<file path="config.mk">
export PLATFORM = sky130hd
export DESIGN_NAME = uart_rx_mmio
export DESIGN_NICKNAME = d
export VERILOG_FILES = /design/src/rtl/uart_rx_mmio.sv
export SDC_FILE = /design/constraint.sdc
export NUM_CORES = 1
export LEC_CHECK = 0
export CELL_PAD_IN_SITES_DETAIL_PLACEMENT = 1
export CELL_PAD_IN_SITES_GLOBAL_PLACEMENT = 2
export CORE_UTILIZATION = 33
export CTS_CLUSTER_SIZE = 8
export DETAILED_ROUTE_END_ITERATION = 7
export PLACE_DENSITY_LB_ADDON = 0.1
export SETUP_SLACK_MARGIN = 0.4
export SYNTH_ARGS = -nofsm -noshare
export SYNTH_HDL_FRONTEND = slang
export SYNTH_SLANG_ARGS = --single-unit
</file>
<file path="constraint.sdc">
create_clock -name clk -period 2.93 [get_ports clk]
set_clock_uncertainty 0.2 [all_clocks]
set_input_delay 0.586 -clock clk [delete_from_list [all_inputs] [get_ports clk]]
set_output_delay 0.586 -clock clk [all_outputs]
set_load 0.1 [all_outputs]
</file>
<file path="src/rtl/uart_rx_mmio.sv">
// Memory-mapped 8N1 UART receiver: 16x oversampled deserializer feeding a small
// receive FIFO, with DATA (pop-on-read) and STATUS (W1C flags) registers.
module uart_rx_mmio #(
    parameter int unsigned CLK_FREQ   = 100_000_000,
    parameter int unsigned BAUD       = 115200,
    parameter int unsigned FIFO_DEPTH = 4
) (
    input  logic        clk,
    input  logic        rst,
    input  logic        uart_rx,
    input  logic        uart_en,
    input  logic        uart_we,
    input  logic [2:0]  addr,
    input  logic [31:0] uart_wdata,
    output logic [31:0] uart_rdata,
    output logic        rx_irq
);

    localparam int unsigned DIV   = CLK_FREQ / (BAUD * 16);
    localparam int unsigned DIV_W = (DIV > 1) ? $clog2(DIV) : 1;
    localparam int unsigned AW    = $clog2(FIFO_DEPTH);
    localparam int unsigned CNT_W = AW + 1;

    typedef enum logic [1:0] {S_IDLE, S_START, S_DATA, S_STOP} state_t;

    logic             r_sync1, r_sync2;
    logic             w_rx_s;
    logic [DIV_W-1:0] r_div;
    logic             w_tick;
    state_t           r_state, w_state_nxt;
    logic [3:0]       r_scnt, w_scnt_nxt;
    logic [2:0]       r_bcnt, w_bcnt_nxt;
    logic [7:0]       r_shift, w_shift_nxt;
    logic             w_push, w_ferr_set, w_div_clr;

    logic [7:0]       r_mem [FIFO_DEPTH];
    logic [AW-1:0]    r_wptr, r_rptr;
    logic [CNT_W-1:0] r_count;
    logic             r_overrun, r_frame_err;
    logic             w_empty, w_full, w_pop, w_push_ok, w_clr_wr;
    logic             w_unused;

    always_ff @(posedge clk or posedge rst) begin
        if (rst) begin
            r_sync1 <= 1'b1;
            r_sync2 <= 1'b1;
        end else begin
            r_sync1 <= uart_rx;
            r_sync2 <= r_sync1;
        end
    end
    assign w_rx_s = r_sync2;

    // Divider restarts on an accepted start edge so ticks are phase-aligned to it.
    assign w_tick = (r_div == DIV_W'(DIV - 1));
    always_ff @(posedge clk or posedge rst) begin
        if (rst)                  r_div <= '0;
        else if (w_div_clr || w_tick) r_div <= '0;
        else                      r_div <= r_div + 1'b1;
    end

    always_ff @(posedge clk or posedge rst) begin
        if (rst) begin
            r_state <= S_IDLE;
            r_scnt  <= '0;
            r_bcnt  <= '0;
            r_shift <= '0;
        end else begin
            r_state <= w_state_nxt;
            r_scnt  <= w_scnt_nxt;
            r_bcnt  <= w_bcnt_nxt;
            r_shift <= w_shift_nxt;
        end
    end

    always_comb begin
        w_state_nxt = r_state;
        w_scnt_nxt  = r_scnt;
        w_bcnt_nxt  = r_bcnt;
        w_shift_nxt = r_shift;
        w_push      = 1'b0;
        w_ferr_set  = 1'b0;
        w_div_clr   = 1'b0;
        case (r_state)
            S_IDLE: begin
                if (!w_rx_s) begin
                    w_state_nxt = S_START;
                    w_scnt_nxt  = '0;
                    w_div_clr   = 1'b1;
                end
            end
            S_START: begin
                if (w_tick) begin
                    if (r_scnt == 4'd7) begin
                        w_scnt_nxt  = '0;
                        w_bcnt_nxt  = '0;
                        w_state_nxt = w_rx_s ? S_IDLE : S_DATA;
                    end else begin
                        w_scnt_nxt = r_scnt + 1'b1;
                    end
                end
            end
            S_DATA: begin
                if (w_tick) begin
                    if (r_scnt == 4'd15) begin
                        w_scnt_nxt  = '0;
                        w_shift_nxt = {w_rx_s, r_shift[7:1]};
                        if (r_bcnt == 3'd7) w_state_nxt = S_STOP;
                        else                w_bcnt_nxt  = r_bcnt + 1'b1;
                    end else begin
                        w_scnt_nxt = r_scnt + 1'b1;
                    end
                end
            end
            S_STOP: begin
                if (w_tick) begin
                    if (r_scnt == 4'd15) begin
                        w_scnt_nxt  = '0;
                        w_state_nxt = S_IDLE;
                        w_push      = w_rx_s;
                        w_ferr_set  = ~w_rx_s;
                    end else begin
                        w_scnt_nxt = r_scnt + 1'b1;
                    end
                end
            end
            default: w_state_nxt = S_IDLE;
        endcase
    end

    assign w_empty   = (r_count == '0);
    assign w_full    = (r_count == CNT_W'(FIFO_DEPTH));
    assign w_pop     = uart_en && !uart_we && (addr == 3'h0) && !w_empty;
    // A pop in the same cycle frees the head slot, so a push into a full FIFO is still taken.
    assign w_push_ok = w_push && (!w_full || w_pop);
    assign w_clr_wr  = uart_en && uart_we && (addr == 3'h4);

    always_ff @(posedge clk) begin
        if (w_push_ok) r_mem[r_wptr] <= r_shift;
    end

    always_ff @(posedge clk or posedge rst) begin
        if (rst) begin
            r_wptr  <= '0;
            r_rptr  <= '0;
            r_count <= '0;
        end else begin
            if (w_push_ok) r_wptr <= r_wptr + 1'b1;
            if (w_pop)     r_rptr <= r_rptr + 1'b1;
            case ({w_push_ok, w_pop})
                2'b10:   r_count <= r_count + 1'b1;
                2'b01:   r_count <= r_count - 1'b1;
                default: r_count <= r_count;
            endcase
        end
    end

    always_ff @(posedge clk or posedge rst) begin
        if (rst) begin
            r_overrun   <= 1'b0;
            r_frame_err <= 1'b0;
        end else begin
            if (w_push && w_full && !w_pop)      r_overrun <= 1'b1;
            else if (w_clr_wr && uart_wdata[2])  r_overrun <= 1'b0;
            if (w_ferr_set)                      r_frame_err <= 1'b1;
            else if (w_clr_wr && uart_wdata[3])  r_frame_err <= 1'b0;
        end
    end

    always_comb begin
        uart_rdata = '0;
        if (uart_en) begin
            case (addr)
                3'h0:    if (!w_empty) uart_rdata = {24'b0, r_mem[r_rptr]};
                3'h4:    uart_rdata = {28'b0, r_frame_err, r_overrun, w_full, ~w_empty};
                default: uart_rdata = '0;
            endcase
        end
    end

    assign rx_irq   = ~w_empty;
    assign w_unused = ^{uart_wdata[31:4], uart_wdata[1:0]};

endmodule
</file>
---- Yosys cells after proc, flatten, opt, wreduce, memory -nomap -nowiden ----
Memories as Yosys holds them, arrays and structs flattened.
Index checks and enable logic that the tools add are counted.
W data, S select, Z words.
word-level totals
  register bits ........................... 34
  latch bits .............................. 0
  RAM bits ................................ 32
  bits in read-only memories .............. 0
  word-level logic and storage cells ...... 112
  memories ................................ 1
operators by class
  add/subtract/negate cells ............... 7
  $mul .................................... 0
  divide/modulo/power cells ............... 0
  $lt $le $gt $ge ......................... 0
  equal/unequal tests ..................... 21
  shift operators ......................... 0
  multiplexer cells ....................... 41
  bitwise logic cells ..................... 2
  reduce and logical (&&, ||, !) cells .... 28
memories
  name   words  width  rd ports  clocked after Yosys merged registers in  write ports  line  RTL
  r_mem  4      8      1         0                                        1            36    logic [7:0] r_mem [FIFO_DEPTH];
operator list
  cell                   number
  $pmux W32 S2           1
  $mux W32               1
  $mux W4                5
  $mux W2                9
  $ne A2 B2 Y1 const B   9
  $mux W3                5
  $mux W1                14
  $pmux W3 S2            2
  $pmux W4 S3            1
  $logic_and A1 B1 Y1    10
  $eq A3 B3 Y1 const B   3
  $mux W8                1
  $pmux W2 S4            1
  $reduce_and A8 Y1      1
  $reduce_bool A2 Y1     4
  $add A3 B1 Y3 const B  2
  $add A6 B1 Y6 const B  1
  $eq A2 B2 Y1 const B   3
  $eq A6 B6 Y1 const B   1
  $logic_not A3 Y1       2
  $mux W6                1
  $reduce_and A3 Y1      2
  $reduce_and A6 Y1      1
  $add A2 B1 Y2 const B  2
  other kinds (11)       17

---- Longest topological paths before layout ----
Gate-level depths: netlist of run 1.
  depth after elaboration ................. 8
  gate-level depth with buffers ........... 9

---- Worst setup path before layout of run 1 ----
Ideal clock, no wire load.
  path kind ............................... flip-flop to output port
  from .................................... register r_rptr[0]
  to ...................................... output port uart_rdata[0]
  arrival time ............................ 3.185 ns
  data required time ...................... 2.144 ns
  slack ................................... -1.041 ns
  cell stages (with the launch flop) ...... 5
  buffers on the path ..................... 1
  cell sequence ........................... dfrtp_1 clkbuf_1 mux4_2 nor2_1 nor3_1
on the way
  cells in the longest elaborated chain, start to end .. 4
RTL lines
  item                    line  RTL
  start, declared         37    logic [AW-1:0] r_wptr, r_rptr;
  start signal, assigned  149   if (w_pop) r_rptr <= r_rptr + 1'b1;
  $mem_v2 Z4 W8           -
  $mux W8                 174   3'h0: if (!w_empty) uart_rdata = {24'b0, r_mem[r_rptr]};
  $pmux W32 S2            173   case (addr)
  $mux W32                172   if (uart_en) begin
  end, declared           15    output logic [31:0] uart_rdata,
Every way passes these cells.

---- Final worst setup path of run 1 ----
  from .................................... input port addr[0]
  to ...................................... output port uart_rdata[5]
on the way
  cells in the longest elaborated chain, start to end .. 3
RTL lines
  item                                                     line  RTL
  start, declared                                          13    input logic [2:0] addr,
  $eq A3 B3 Y1 / $logic_not A3 Y1 (equally long branches)  173
  $pmux W32 S2 (*)                                         173
  $mux W32 (*)                                             172
Mark *: on every way between the ends. The rest lies on a longest branch, timed or not.

==> results.py, run 1 <==
metrics = {
    "status": {
        "outcome": "finished with violations",
        "violations": "DRC",
    },
    "logic_synthesis": {
        "synth.avg_cell_area_um2": 13.1,
        "synth_top_area_cell": "edfxtp_1",
        "synth_flop_cell": "edfxtp_1",
        "syn_area_um2": 3130,
        "synth_cell_types": 45,
        "synth_edf_count": 32,
        "ys_seq_area_share_pct": 58.0,
        "synth_warnings": 0,
        "synth_area_leaders": "edfxtp_1, dfrtp_1, buf_4",
        "yosys_register_bits": 66,
        "async_reset_ff_share_pct": 51.5,
        "synth_top_area_share_pct": 30.7,
        "netlist_instances": 239,
    },
    "sta": {
        "timing.setup.tns_ns": 0,
        "min_period_ns": 2.62,
        "rsz0062_at_grt": "yes",
        "drv_slew": 0,
        "finalHoldViolCount": 0,
        "worstMarginPinSlew_ns": 0.613,
        "final-setup-viol-count": 0,
        "slew-limit-headroom_pct": 58.7,
        "max_clock_freq_ghz": 0.382,
        "period_share_pct": 89.3,
    },
    "cells_and_area": {
        "fin_nets": 331,
        "drive_above_1_share_pct": 33.9,
        "final.fill_count": 967,
        "finalNonFillerCells": 397,
        "area_delta_synth_final_pct": 24.7,
        "utilization_pct": 42.4,
        "insertedDiodeCount": 0,
    },
    "clock_tree": {
        "cts_buffers": 9,
        "clockRootBuffer": "clkbuf_8",
        "clock_path_buffers": 2,
        "clk_pin_slew_ns": 0.08,
        "cts.sinks": 66,
        "htree_levels": 3,
        "cts_tree": "built",
        "clock_latency_ns": 0.35,
    },
    "setup_path": {
        "crit_fanout": 4,
        "cp.arrival_ns": 1.83,
        "cp_slowest_cell": "or3_4",
        "start_kind": "input port",
        "crit_path_cell_trace": "buf_6 -> or3b_4 -> or3_4 -> nor2b_4 -> buf_12",
        "end_kind": "output pin",
        "slowest_delay_ns": 0.42,
        "critPathKind": "in2out",
        "critical_path_required_ns": 2.14,
        "r2r_slack_ns": 0.53,
    },
    "die": {
        "coreArea_um2": 9200,
        "fp.dieArea_um2": 9880,
        "placementRows": 35,
        "start_util_pct": 34.0,
        "die_width_um": 99.4,
        "die_h_um": 99.4,
        "pin_count": 73,
    },
    "power_and_ir_drop": {
        "pwr-share-clk_pct": 31.3,
        "p_sw_share_pct": 34.8,
        "pwr-share-comb_pct": 22.1,
        "power.share.sequential_pct": 46.5,
        "p_leak_nw": 1.65,
        "internal_power_w": 0.00148,
        "power_density_nw_per_um2": 582,
        "peakVddDrop_uv": 311,
        "switchingPower_w": 0.000791,
    },
    "global_route": {
        "grt_pass1_vias": 1993,
        "grt_pass1_wl_um": 10300,
        "overflow": 0,
        "grt_max_degree": 35,
        "track_usage_pct": 14.0,
        "antenna_found_initial": 0,
    },
    "placement": {
        "place_congestion": 0.699,
        "dp_hpwl_um": 4360,
        "port_buffers": 18,
        "placed_cells": 376,
    },
    "detailed_routing": {
        "ant_nets": 0,
        "drt_iter0_drc": 52,
        "vias": 1878,
        "drc": 2,
        "dr.pass1.iters": 6,
        "vias_per_cell": 4.73,
        "wl_um": 6250,
        "wl_per_cell_um": 15.8,
    },
    "job": {
        "cap_viol_max_count": 0,
    },
    "hold_path": {
        "hp-class": "reg2reg",
    },
}
-- area by class of cell --
type                       count  area, µm²  area share (%)
sequential                    66       1820            46.6
multi-input combinational    155       1260            32.3
timing repair buffer          40        470            12.1
tap                          111        139            3.56
clock buffer                   9        124            3.17
clock inverter                 7       58.8            1.51
inverter                       9       33.8           0.865
-- sequential cells by signal, indices dropped and copies added (netlist names), named ones only --
register     count
r_mem           32
r_shift          8
r_div            6
r_scnt           4
r_bcnt           3
r_count          3
r_rptr           2
r_wptr           2
r_frame_err      1
r_overrun        1
r_state          1
r_sync1          1
r_sync2          1
-- through the flow --
stage	hold WS, ns	instance area [µm²]	power, W	worst slack, ns
after CTS	0.163	3870	0.00230	0.274
after floorplan	0.145	3280	0.00144	0.0923
after detailed placement	0.151	3630	0.00154	-0.149
after global placement	0.146	3630	0.00154	-0.144
after global routing	0.170	3900	0.00238	0.240
final	0.161	3900	0.00227	0.315
-- critical path, delay by kind of cell --
kind,cells,cell delay [ns]
AND/OR/NAND/NOR,3,0.97
buffers and inverters,2,0.27
-- kinds of logic (layout without fill, tap and decap cells) --
| logic type | after synthesis | count (layout) | synth area share, % |
|---|---|---|---|
| flops | 66 | 66 | 58.0 |
| other cells | 1 | 24 | 0.120 |
| compound gates | 21 | 21 | 4.92 |
| buf+inv | 41 | 65 | 8.16 |
| xor+xnor | 11 | 11 | 3.08 |
| simple gates | 68 | 68 | 11.1 |
| fa+ha+maj | 10 | 10 | 4.24 |
| mux | 21 | 21 | 10.4 |
-- power groups by stage --
stage	sequential, W	clock [W]	combinational [W]
floorplan	0.00103	0	0.000412
global placement	0.00108	0	0.000456
detailed placement	0.00108	0	0.000459
CTS	0.00106	0.000743	0.000498
global route	0.00107	0.000775	0.000534
finish	0.00106	0.000712	0.000503
-- timing repair --
action / in CTS / in global routing
pin swaps: 4 / 1
resized for setup: 25 / 5
buffers inserted: 3 / 2
endpoints found under the setup margin: 11 / 9
hold buffers: 0 / 0
-- metal layers --
| layer | GRT usage (%) | wire length [µm] |
|---|---|---|
| met1 | 17.4 | 2810 |
| met2 | 23.2 | 3040 |
| met3 | 2.88 | 260 |
| met4 | 7.13 | 138 |
| met5 | 0 | 0 |
-- cell usage after synthesis (3+ instances only) --
cell type   n
nor2_1     19
buf_4      24
clkbuf_1    4
nand4_1     5
nand3_1     4
mux2_2      9
xnor2_1     5
and3_1      4
xor2_1      6
buf_2       3
edfxtp_1   32
o31ai_1     3
nand2_1    14
mux4_2      8
inv_1       9
o21ai_0     5
a22oi_1     3
nor3_1      4
nor2b_1     7
ha_1        9
dfrtp_1    32
a31oi_1     3
mux2i_1     3
-- cell usage in the layout, fill, tap and decap left out, types with 2 or more instances in the layout --
master	count
nor3b_1	2
inv_1	9
mux2i_1	3
dfrtp_1	29
mux2_2	9
mux4_2	8
clkdlybuf4s50_1	5
buf_2	2
nor3_1	2
ha_1	8
clkbuf_8	9
a31oi_1	3
o21ai_0	5
nor3_2	2
conb_1	24
buf_6	3
dfstp_2	2
xor2_1	6
xnor2_1	5
clkinvlp_4	2
nor2_4	2
dfrtp_2	3
buf_12	12
edfxtp_1	32
nor2_2	4
a22oi_2	3
inv_6	4
nand4_1	5
nor2b_1	3
nand2_1	14
o31ai_1	3
nand3_1	4
buf_4	17
and3_1	4
nor2_1	14
nor2b_4	4
-- path summary, 6_finish.rpt --
kind | cells past startpoint | start | end
setup / recovery | 5 | addr[0] | uart_rdata[5]
hold / removal | 0 | r_sync1 | r_sync2
setup reg to reg | 8 | r_sync2 | r_count[2]
hold reg to reg | 0 | r_sync1 | r_sync2
max in group asynchronous | 3 | rst | r_count[0]
min in group asynchronous | 3 | rst | r_div[4]
No activity file was read; power rests on OpenSTA's default activity.
==> run 2, diff against run 1 <==
TNS_END_PERCENT = 100   (was unset)
==> results of run 2 <==
The final DEF is identical to that of run 1; final timing and power are the same.
==> run 3, diff against run 2 <==
TNS_END_PERCENT = unset   (was 100)
==> results of run 3 <==
The final DEF is identical to that of run 1; final timing and power are the same.
